==> config.mk <==
export PLATFORM = sky130hd
export DESIGN_NAME = instr_fetch_unit
export DESIGN_NICKNAME = d
export VERILOG_FILES = /design/src/rtl/instr_fetch_unit.sv
export SDC_FILE = /design/constraint.sdc
export NUM_CORES = 1
export LEC_CHECK = 0
export BUFFER_PORTS_ARGS = -buffer_cell sky130_fd_sc_hd__buf_2
export CAP_MARGIN = 5
export CELL_PAD_IN_SITES_DETAIL_PLACEMENT = 0
export CELL_PAD_IN_SITES_GLOBAL_PLACEMENT = 1
export CORE_ASPECT_RATIO = 2
export CORE_MARGIN = 5
export CORE_UTILIZATION = 30
export CTS_CLUSTER_SIZE = 8
export DETAILED_ROUTE_END_ITERATION = 6
export PLACE_DENSITY = 0.54
export SLEW_MARGIN = 20
export SYNTH_ARGS = -nofsm -noshare
export SYNTH_HDL_FRONTEND = slang
export SYNTH_SLANG_ARGS = --single-unit
export TNS_END_PERCENT = 100
==> constraint.sdc <==
create_clock -name clk -period 6.25 [get_ports clk]
set_input_delay 1.25 -clock clk [delete_from_list [all_inputs] [get_ports clk]]
set_output_delay 1.25 -clock clk [all_outputs]
set_load 0.005 [all_outputs]
==> src/rtl/instr_fetch_unit.sv <==
// ---------------------------------------------------------------------------
// instr_fetch_unit
//
// Fetch stage: owns the fetch PC, issues in-order word reads to instruction
// memory, buffers returned words together with their addresses in a small
// FIFO and hands them to decode one per handshake. Redirects from execute
// (taken branch / jal) flush the buffer and discard responses still in flight.
//
// Ports
//   clk, rst         clock; synchronous active-high reset
//   imem_req_*       read request channel (valid/ready, word address)
//   imem_resp_*      read response channel (in order, at least 1 cycle after req)
//   instr_valid/ready, instruction, pc_out
//                    output channel, FIFO head
//   redirect_valid, redirect_pc
//                    new fetch address from execute
//   misalign_err     1-cycle pulse after a redirect to a non-word-aligned target
// ---------------------------------------------------------------------------
module instr_fetch_unit #(
    parameter int unsigned              DATA_WIDTH = 32,
    parameter logic [DATA_WIDTH-1:0]    RESET_PC   = '0,
    parameter int unsigned              FIFO_DEPTH = 2
) (
    input  logic                    clk,
    input  logic                    rst,
    output logic                    imem_req_valid,
    input  logic                    imem_req_ready,
    output logic [DATA_WIDTH-1:0]   imem_req_addr,
    input  logic                    imem_resp_valid,
    input  logic [DATA_WIDTH-1:0]   imem_resp_data,
    output logic                    instr_valid,
    input  logic                    instr_ready,
    output logic [DATA_WIDTH-1:0]   instruction,
    output logic [DATA_WIDTH-1:0]   pc_out,
    input  logic                    redirect_valid,
    input  logic [DATA_WIDTH-1:0]   redirect_pc,
    output logic                    misalign_err
);

    // FIFO_DEPTH must be a power of two, at least 2.
    localparam int unsigned           AW      = $clog2(FIFO_DEPTH);
    localparam int unsigned           CW      = AW + 1;
    localparam logic [CW:0]           DEPTH_X = (CW+1)'(FIFO_DEPTH);
    localparam logic [DATA_WIDTH-1:0] NOP     = DATA_WIDTH'(32'h0000_0013);

    typedef enum logic [1:0] {
        S_IDLE,
        S_FETCH,
        S_DRAIN
    } state_t;

    state_t                 r_state;
    state_t                 w_state_nxt;

    logic [DATA_WIDTH-1:0]  r_fetch_pc;
    logic [CW-1:0]          r_outstanding;
    logic [CW-1:0]          r_drop_cnt;
    logic [CW-1:0]          w_drop_nxt;
    logic                   r_misalign;

    // Issuing PC of every request still owed a response, oldest first.
    logic [DATA_WIDTH-1:0]  r_pcq [FIFO_DEPTH];
    logic [AW-1:0]          r_pcq_wr;
    logic [AW-1:0]          r_pcq_rd;

    // Output buffer: instruction word plus its address.
    logic [DATA_WIDTH-1:0]  r_fifo_data [FIFO_DEPTH];
    logic [DATA_WIDTH-1:0]  r_fifo_pc   [FIFO_DEPTH];
    logic [AW-1:0]          r_fifo_wr;
    logic [AW-1:0]          r_fifo_rd;
    logic [CW-1:0]          r_fifo_cnt;

    logic                   w_redirect;
    logic                   w_req_fire;
    logic                   w_resp_accept;
    logic                   w_pop;
    logic [CW-1:0]          w_remaining;
    logic [CW:0]            w_occ_sum;

    // Redirects are ignored during the single IDLE cycle after reset.
    assign w_redirect    = redirect_valid && (r_state != S_IDLE);
    assign w_req_fire    = imem_req_valid && imem_req_ready;
    assign w_resp_accept = imem_resp_valid && (r_state == S_FETCH) && !w_redirect;
    assign w_pop         = instr_valid && instr_ready;

    // Words still owed by memory once this cycle's response (if any) lands.
    assign w_remaining   = r_outstanding - CW'(imem_resp_valid);

    // Requests in flight plus buffered words bound the space a response may need.
    assign w_occ_sum     = {1'b0, r_outstanding} + {1'b0, r_fifo_cnt};

    // ---------------------------------------------------------------------
    // FSM
    // ---------------------------------------------------------------------
    always_ff @(posedge clk) begin
        if (rst) begin
            r_state <= S_IDLE;
        end else begin
            r_state <= w_state_nxt;
        end
    end

    always_comb begin
        w_state_nxt    = r_state;
        w_drop_nxt     = r_drop_cnt;
        imem_req_valid = 1'b0;
        case (r_state)
            S_IDLE: begin
                w_state_nxt = S_FETCH;
            end
            S_FETCH, S_DRAIN: begin
                // A redirect restarts the drop count from whatever is still
                // in flight; DRAIN otherwise counts its responses down.
                if (w_redirect) begin
                    w_drop_nxt = w_remaining;
                end else if ((r_state == S_DRAIN) && imem_resp_valid) begin
                    w_drop_nxt = r_drop_cnt - CW'(1);
                end
                w_state_nxt    = (w_drop_nxt != '0) ? S_DRAIN : S_FETCH;
                imem_req_valid = (r_state == S_FETCH) && !redirect_valid &&
                                 (w_occ_sum < DEPTH_X);
            end
            default: begin
                w_state_nxt = S_IDLE;
            end
        endcase
    end

    // ---------------------------------------------------------------------
    // PC, counters, queue pointers
    // ---------------------------------------------------------------------
    always_ff @(posedge clk) begin
        if (rst) begin
            r_fetch_pc    <= RESET_PC;
            r_outstanding <= '0;
            r_drop_cnt    <= '0;
            r_misalign    <= 1'b0;
            r_pcq_wr      <= '0;
            r_pcq_rd      <= '0;
            r_fifo_wr     <= '0;
            r_fifo_rd     <= '0;
            r_fifo_cnt    <= '0;
        end else begin
            r_misalign    <= w_redirect && (redirect_pc[1:0] != 2'b00);
            r_drop_cnt    <= w_drop_nxt;
            r_outstanding <= r_outstanding + CW'(w_req_fire) - CW'(imem_resp_valid);

            if (w_redirect) begin
                r_fetch_pc <= {redirect_pc[DATA_WIDTH-1:2], 2'b00};
            end else if (w_req_fire) begin
                r_fetch_pc <= r_fetch_pc + DATA_WIDTH'(4);
            end

            if (w_redirect) begin
                // A pop in this cycle has already been delivered; flushing
                // discards only what would have remained.
                r_pcq_wr   <= '0;
                r_pcq_rd   <= '0;
                r_fifo_wr  <= '0;
                r_fifo_rd  <= '0;
                r_fifo_cnt <= '0;
            end else begin
                if (w_req_fire) begin
                    r_pcq_wr <= r_pcq_wr + AW'(1);
                end
                if (w_resp_accept) begin
                    r_pcq_rd  <= r_pcq_rd + AW'(1);
                    r_fifo_wr <= r_fifo_wr + AW'(1);
                end
                if (w_pop) begin
                    r_fifo_rd <= r_fifo_rd + AW'(1);
                end
                case ({w_resp_accept, w_pop})
                    2'b10:   r_fifo_cnt <= r_fifo_cnt + CW'(1);
                    2'b01:   r_fifo_cnt <= r_fifo_cnt - CW'(1);
                    default: r_fifo_cnt <= r_fifo_cnt;
                endcase
            end
        end
    end

    // Storage arrays need no reset: pointers and counts qualify every read.
    always_ff @(posedge clk) begin
        if (w_req_fire) begin
            r_pcq[r_pcq_wr] <= r_fetch_pc;
        end
        if (w_resp_accept) begin
            r_fifo_data[r_fifo_wr] <= imem_resp_data;
            r_fifo_pc[r_fifo_wr]   <= r_pcq[r_pcq_rd];
        end
    end

    // ---------------------------------------------------------------------
    // Outputs
    // ---------------------------------------------------------------------
    assign imem_req_addr = r_fetch_pc;
    assign misalign_err  = r_misalign;
    assign instr_valid   = (r_fifo_cnt != '0);
    assign instruction   = instr_valid ? r_fifo_data[r_fifo_rd] : NOP;
    assign pc_out        = instr_valid ? r_fifo_pc[r_fifo_rd]   : RESET_PC;

    // Request gating guarantees space for every accepted response.
    a_no_overflow: assert property (@(posedge clk) disable iff (rst)
        !(w_resp_accept && !w_pop && (r_fifo_cnt == DEPTH_X[CW-1:0])));

    // Memory must never answer a request that was not issued.
    a_resp_owed: assert property (@(posedge clk) disable iff (rst)
        !(imem_resp_valid && (r_outstanding == '0)));

endmodule

==> results of run 1 <==
## path summary, 6_finish.rpt
| kind | from | endpoint | slack, ns | cells after the start |
|---|---|---|---|---|
| worst max-delay path | flip-flop | instruction[30] | 2.67 | 4 |
| worst min-delay path | r_drop_cnt[0]$_SDFFE_PP0P_ | r_drop_cnt[0]$_SDFFE_PP0P_ | 0.49 | 2 |
| worst max register to register | r_fifo_cnt[0]$_SDFFE_PP0P_ | r_outstanding[1]$_SDFF_PP0_ | 3.41 | 11 |
| worst min register to register | r_drop_cnt[0]$_SDFFE_PP0P_ | r_drop_cnt[0]$_SDFFE_PP0P_ | 0.49 | 2 |
## kinds of logic (layout without fill, tap and decap cells)
| kind of cell | after synthesis | count (layout) | synth area share (%) |
|---|---|---|---|
| DFF | 229 | 229 | 68.77 |
| and+or+nand+nor | 211 | 211 | 10.86 |
| muxes | 95 | 95 | 10.58 |
| AOI/OAI and AO/OA | 48 | 48 | 3.602 |
| buffers and inverters | 46 | 232 | 2.009 |
| xor gates and xnor gates | 29 | 29 | 2.718 |
| adders and majority gates | 10 | 10 | 1.419 |
| other | 1 | 4 | 0.04013 |
## cell usage after synthesis, drive strengths merged, types with 8 or more instances
master | n | area (um^2)
edfxtp | 184 | 5525
nor2 | 107 | 401.6
mux2i | 65 | 650.6
dfxtp | 45 | 900.9
mux2 | 30 | 337.8
clkbuf | 26 | 97.59
nand2 | 23 | 86.33
a211oi | 19 | 142.6
nand3 | 18 | 90.09
xnor2 | 17 | 148.9
and3 | 14 | 88.84
xor2 | 12 | 105.1
nand4 | 11 | 81.32
nor3 | 11 | 55.05
buf | 10 | 52.55
inv | 10 | 37.54
ha | 9 | 112.6
o21ai | 8 | 40.04
## layout make-up
cell class              count  area share, %
well taps                 418          4.501
flip-flops and latches    229          55.34
repair buffers            173          7.645
clock inverters             1        0.04307
inverters                  10         0.3230
clock buffers              48          8.323
multi-input cells         397          23.83
## worst max-delay path: cells and delay by family, from the launching register on
kind                   cells  cell delay, ns
buffers and inverters      2            0.70
multiplexers               1            0.33
flip-flops                 1            0.71
AND/OR/NAND/NOR            1            0.06
## sequential cells by signal, summed over array words and instances (netlist names), named ones only
name / flops
r_fifo_rd: 1
r_fifo_pc: 60
r_fifo_wr: 1
r_pcq_wr: 1
r_state: 2
r_pcq_rd: 1
r_fifo_data: 64
imem_req_addr: 30
r_pcq: 60
misalign_err: 1
r_fifo_cnt: 2
r_outstanding: 2
r_drop_cnt: 2
## routing by layer
metal	GRT usage, %	part of all wire, %	wire, um	vias up
met5	0	0	0	-
met4	6.314	4.4	976	0
met3	2.400	4.5	1007	52
met2	23.20	54	12070	144
met1	13.23	37	8133	2742
li1	-	-	-	2798
## power by group through the flow
stage          Combinational, W  Sequential (W)  Clock (W)
6_report               0.000521         0.00187    0.00166
5_1_grt                0.000589         0.00188    0.00177
4_1_cts                0.000541         0.00187    0.00172
3_5_place_dp           0.000538         0.00190          0
3_3_place_gp           0.000538         0.00190          0
2_1_floorplan          0.000327         0.00186          0
## metrics by stage
step / total power (W) / instances
floorplan: 0.002189 / 672
global placement: 0.002436 / 1227
detailed placement: 0.002440 / 1227
CTS: 0.004133 / 1276
global route: 0.004247 / 1276
finish: 0.004049 / 1276
==> results by group, run 1 <==
Clock tree
  • Clk sink count: 229
  • Root Driver: clkbuf_16
  • # resized after CTS: 0
  • CTS Buf Count: 34
  • Skew-Pair Late Insertion Delay: approximately 0.49 ns
  • # hold bufs at CTS: 0
  • CTS tree: done
  • Maximum buffer depth of the clock tree: 3
  • Clock transition at the registers of the reported paths: 0.05 ns
  • H-tree levels: 2
  • Number of buffers added for setup after CTS: 0

Drt
  • Initial DRC count: 154
  • Wire length per cell: ~17 um
  • Antenna-violating nets left: 0
  • Vias: 5736
  • First-pass DRT Iterations: 6
  • DRC: 0
  • Vias per Instance: roughly 4.5
  • Detailed Route WL: 22180 um

Die
  • Die H: roughly 260 um
  • Core box area: between 30000 and 40000 um^2
  • Die width: 134.8 um
  • Die area: 34990 um^2
  • Placement Rows: 91
  • Initial Util: 30.28%
  • I/O pins: 169

Setup path
  • Critical path required time: around 5.0 ns
  • Crit path max fanout: 34
  • Worst path max stage delay: 0.71 ns
  • Worst path slowest cell: dfxtp_4
  • Worst setup SP type: flip-flop
  • Crit-path cells: buf_4 > mux2i_1 > nor2_1 > buf_2
  • Crit end category: primary output
  • Crit path DAT: 2.33 ns
  • Critical path class: flip-flop to primary output

STA
  • Worst hold margin: 0.4896 ns
  • Pins over their slew limit: 0
  • Tcrit/Tclk final: 57.25%
  • Clk_skew: 0.008225 ns
  • Relative slew slack: 28.10%
  • Final setup vio count: 0
  • Min Tclk post-route: around 3.6 ns
  • Post-route setup slack: roughly 2.7 ns
  • Worst Max-Slew Pin Slew: 1.076 ns
  • TNS Setup: 0 ns
  • Fmax: 279.5 MHz
  • Final hold vios: 0
  • Unrepaired setup endpoints after global routing: no

Global routing
  • Total gr overflow: 0
  • Pin count of the biggest net entering global routing: 63
  • First-pass GRT wire length: 33980 um
  • Vias in the first global route: 5991
  • Gr usage total: 12.51%
  • Initial antenna violation count: 0

Synth
  • Mapped Cells: 669
  • Ys flop type: edfxtp_1
  • Netlist cell types: 48
  • Asr flop ratio synth: 0%
  • Post-synth EDFFs: 184
  • Sequential cell area fraction in the yosys report: 68.77%
  • Synth Area per Inst: 13.97 um^2
  • Synth Register Bits: ~230
  • Ys Warns: 0
  • Post-Syn Area: 9344 um^2

Outcome
  • Status: finished clean

Pwr
  • Sw Share: 24.54%
  • Sequential fraction of design power: 46.2%
  • P_int: 0.003055 W
  • Pwr per Cell Area: 348.5 nW/um^2
  • Clock Power Share: 40.9%
  • Max IR drop VDD: 157.8 uV
  • Leak Pwr: 4.266 nW
  • Combinational Power Share: 12.9%
  • P_sw: 0.0009938 W

Cells and area
  • Layout cell share with drive strength beyond 1: 29.37%
  • Fin nets: 925
  • Final Cell Area: 11620 um^2
  • # diodes: 0
  • Final core utilization: 37.66%
  • Most frequent cells in the layout: 184 x edfxtp_1, 164 x buf_2, 103 x nor2_1
  • Multi-input logic area: between 2000 and 3000 um^2
  • FF/Latch Area: 6430 um^2
  • Synthesis-to-layout area growth: 24.36%
  • Commonest non-fill, non-tap cell in the layout: edfxtp_1
  • Fillers: between 3000 and 4000

Place
  • Port bufs: 164
  • Area post-placement: 10650 um^2
  • DP Wirelength: 15220 um
  • Pre-CTS setup slack: 2.660 ns
  • GP Congestion: 0.7176

Hold path
  • Worst Hold Class: flip-flop to flip-flop

Flow run
  • Max Cap Viol: 0
Note: power is estimated with default switching activity, not from simulation.
==> run 2, diff against run 1 <==
clock period = 3.4 ns   (was 6.25 ns; I/O delays follow)
==> run 2 against run 1 <==
Routed wire length increased by 3.8%. Register-to-register slack worse by 2.8 ns. Clock skew grew 0.0056 ns. Combinational power is 91% higher. Sequential power rose by 84%. Worst hold slack worse by 0.11 ns. Critical endpoint is now r_outstanding[1]$_SDFF_PP0_.
==> results by group, run 2 (synthesis gave the netlist of run 1 again) <==
Outcome
  • Status: finished clean

STA
  • Relative slew slack: 51.83% (+24 points)
  • Worst Max-Slew Pin Slew: 0.7171 ns (-0.3593 ns)
  • Unrepaired setup endpoints after global routing: no
  • Clk_skew: 0.01378 ns (+0.005557 ns)
  • Pins over their slew limit: 0 (unchanged)
  • TNS Setup: 0 ns (unchanged)
  • Final hold vios: 0 (unchanged)
  • Fmax: 360.3 MHz
  • Min Tclk post-route: ~2.8 ns
  • Final setup vio count: 0 (unchanged)
  • Tcrit/Tclk final: slightly above 80%

Setup path
  • WP buf/inv: 2 (unchanged)
  • CP delay by family, top: adder cells
  • Worst setup SP type: flip-flop
  • Reg-to-reg slack, setup: 0.62 ns (-2.79 ns)
  • Critical path required time: 3.76 ns (-1.24 ns)
  • Worst path slowest cell: dfxtp_1
  • Crit-path cells: and2_1 > fa_1 > nor2_1 > and2_1 > inv_1 > ha_1 > inv_1 > ha_1 > xor2_1 > xnor2_1 > nor2_1
  • Worst path max stage delay: 0.45 ns (-0.26 ns)
  • Crit path DAT: 3.14 ns (+0.81 ns)
  • Crit end category: flip-flop
  • Crit path max fanout: 6 (-82%)
  • Critical path class: flip-flop to flip-flop

Global routing
  • M3 GR Usage: 2.381% (-0.019 points)
  • GRT Max-Usage Layer: met2
  • Initial antenna violation count: 0 (unchanged)
  • Met2 Track Usage GR: 24.11% (+0.91 points)
  • Total gr overflow: 0 (unchanged)
  • Vias in the first global route: 6038 (+0.78%)
  • First-pass GRT wire length: 35140 um (+3.4%)
  • Gr usage total: 12.88% (+0.37 points)
  • Pin count of the biggest net entering global routing: 63 (unchanged)
  • GR Util met1: 14.14% (+0.91 points)

Pwr
  • Sequential fraction of design power: 45.8% (-0.4 points)
  • P_int: 0.005635 W (+84%)
  • Clock Power Share: 41.0% (about the same)
  • Max IR drop VDD: 248.7 uV (+58%)
  • Combinational Power Share: 13.2% (+0.3 points)
  • Sw Share: 24.96% (+0.42 points)
  • Pwr per Cell Area: 642.4 nW/um^2 (+84%)
  • P_sw: 0.001875 W (+89%)
  • Leak Pwr: 4.296 nW (+0.70%)

Die
  • Die width: 134.8 um (unchanged)
  • Die H: 259.6 um (unchanged)
  • Initial Util: 30.28% (unchanged)
  • Placement Rows: 91 (unchanged)
  • Core box area: 30860 um^2 (unchanged)
  • I/O pins: 169 (unchanged)
  • Die area: 34990 um^2 (unchanged)

Clock tree
  • CTS Buf Count: 34 (unchanged)
  • Clock transition at the registers of the reported paths: 0.05 ns (about the same)
  • # resized after CTS: 0 (unchanged)
  • Root Driver: clkbuf_16
  • # hold bufs at CTS: 0 (unchanged)
  • H-tree levels: 2 (unchanged)
  • Skew-Pair Late Insertion Delay: 0.49 ns (about the same)
  • Number of buffers added for setup after CTS: 0 (unchanged)
  • Maximum buffer depth of the clock tree: 3 (unchanged)
  • Clk sink count: 229 (unchanged)
  • CTS tree: done

Drt
  • First-pass DRT Iterations: 4 (-2)
  • Vias per Instance: 4.516 (+0.46%)
  • Vias: 5785 (+0.85%)
  • Wire length per cell: 17.97 um (+3.4%)
  • Initial DRC count: 219 (+42%)
  • Antenna-violating nets left: 0 (unchanged)
  • Detailed Route WL: 23020 um (+3.8%)
  • DRC: 0 (unchanged)

Cells and area
  • # diodes: 0 (unchanged)
  • Fin nets: 929 (+0.43%)
  • Layout cell share with drive strength beyond 1: 29.66% (+0.29 points)
  • Synthesis-to-layout area growth: 25.12%
  • Final core utilization: 37.89% (+0.23 points)
  • Multi-input logic area: 2769 um^2 (unchanged)
  • Most frequent cells in the layout: 184 x edfxtp_1, 164 x buf_2, 103 x nor2_1
  • Largest registers: r_fifo_data (64), r_fifo_pc (60), r_pcq (60)
  • Max reg flops: 64 (unchanged)
  • Commonest non-fill, non-tap cell in the layout: edfxtp_1
  • Top reg by flops: r_fifo_data
  • Fillers: 3044 (+0.56%)
  • FF/Latch Area: 6430 um^2 (unchanged)

Place
  • DP Wirelength: 15500 um (+1.8%)
  • Port bufs: 164 (unchanged)
  • GP Congestion: 0.7398 (+3.1%)

Flow run
  • Max Cap Viol: 0 (unchanged)

Hold path
  • Worst Hold Class: primary input to flip-flop
## run 2: cell count changes in the layout (fill, tap and decap cells not counted)
cell,change
clkbuf_1,+1
buf_12,+3
buf_4,+1
## run 2: power groups by stage
| stage | sequential [W] | combinational, W | clock (W) |
|---|---|---|---|
| detailed placement | 0.00349 | 0.00103 | 0 |
| floorplan | 0.00342 | 0.000602 | 0 |
| global placement | 0.00349 | 0.00103 | 0 |
| CTS | 0.00344 | 0.00103 | 0.00320 |
| finish | 0.00344 | 0.000993 | 0.00308 |
| global route | 0.00346 | 0.00111 | 0.00328 |
## run 2: worst reg2reg max path: stages, from the launching register on
cell	delay, ns
dfxtp_1	0.45
and2_1	0.18
fa_1	0.44
nor2_1	0.23
and2_1	0.32
inv_1	0.18
ha_1	0.31
inv_1	0.03
ha_1	0.17
xor2_1	0.16
xnor2_1	0.13
nor2_1	0.05
## run 2: stage by stage
step	cell area (um^2)	power, W	hold WS (ns)	instances	setup WS (ns)
final	11690	0.007510	0.3769	1281	0.6247
after global routing	11690	0.007858	0.3572	1281	0.3618
after CTS	11690	0.007669	0.3475	1281	0.5924
after detailed placement	10720	0.004522	0.4938	1231	0.6218
after global placement	10720	0.004513	0.4673	1231	0.7300
after floorplan	9360	0.004020	0.4544	672	-0.2346
## run 2: final cells by class
type,count,area share [%]
Inverter,10,0.3211
Clock inverter,1,0.04281
Clock buffer,49,8.305
Tap cell,418,4.473
Sequential cell,229,55.00
Multi-Input combinational cell,397,23.68
Timing Repair Buffer,177,8.176
## run 2: worst paths after layout
path,from,endpoint,cells past startpoint
max,r_fifo_cnt[0]$_SDFFE_PP0P_,r_outstanding[1]$_SDFF_PP0_,11
min,imem_resp_data[20],r_fifo_data[0][20]$_DFFE_PP_,1
max reg2reg,r_fifo_cnt[0]$_SDFFE_PP0P_,r_outstanding[1]$_SDFF_PP0_,11
min reg2reg,r_drop_cnt[0]$_SDFFE_PP0P_,r_drop_cnt[0]$_SDFFE_PP0P_,2
## run 2: routing by layer
layer,vias to the layer above,wire length (um),share of wire (%)
met4,0,715,3.1
met2,147,12550,55
met3,40,967,4.2
met5,-,0,0
li1,2813,-,-
met1,2785,8783,38
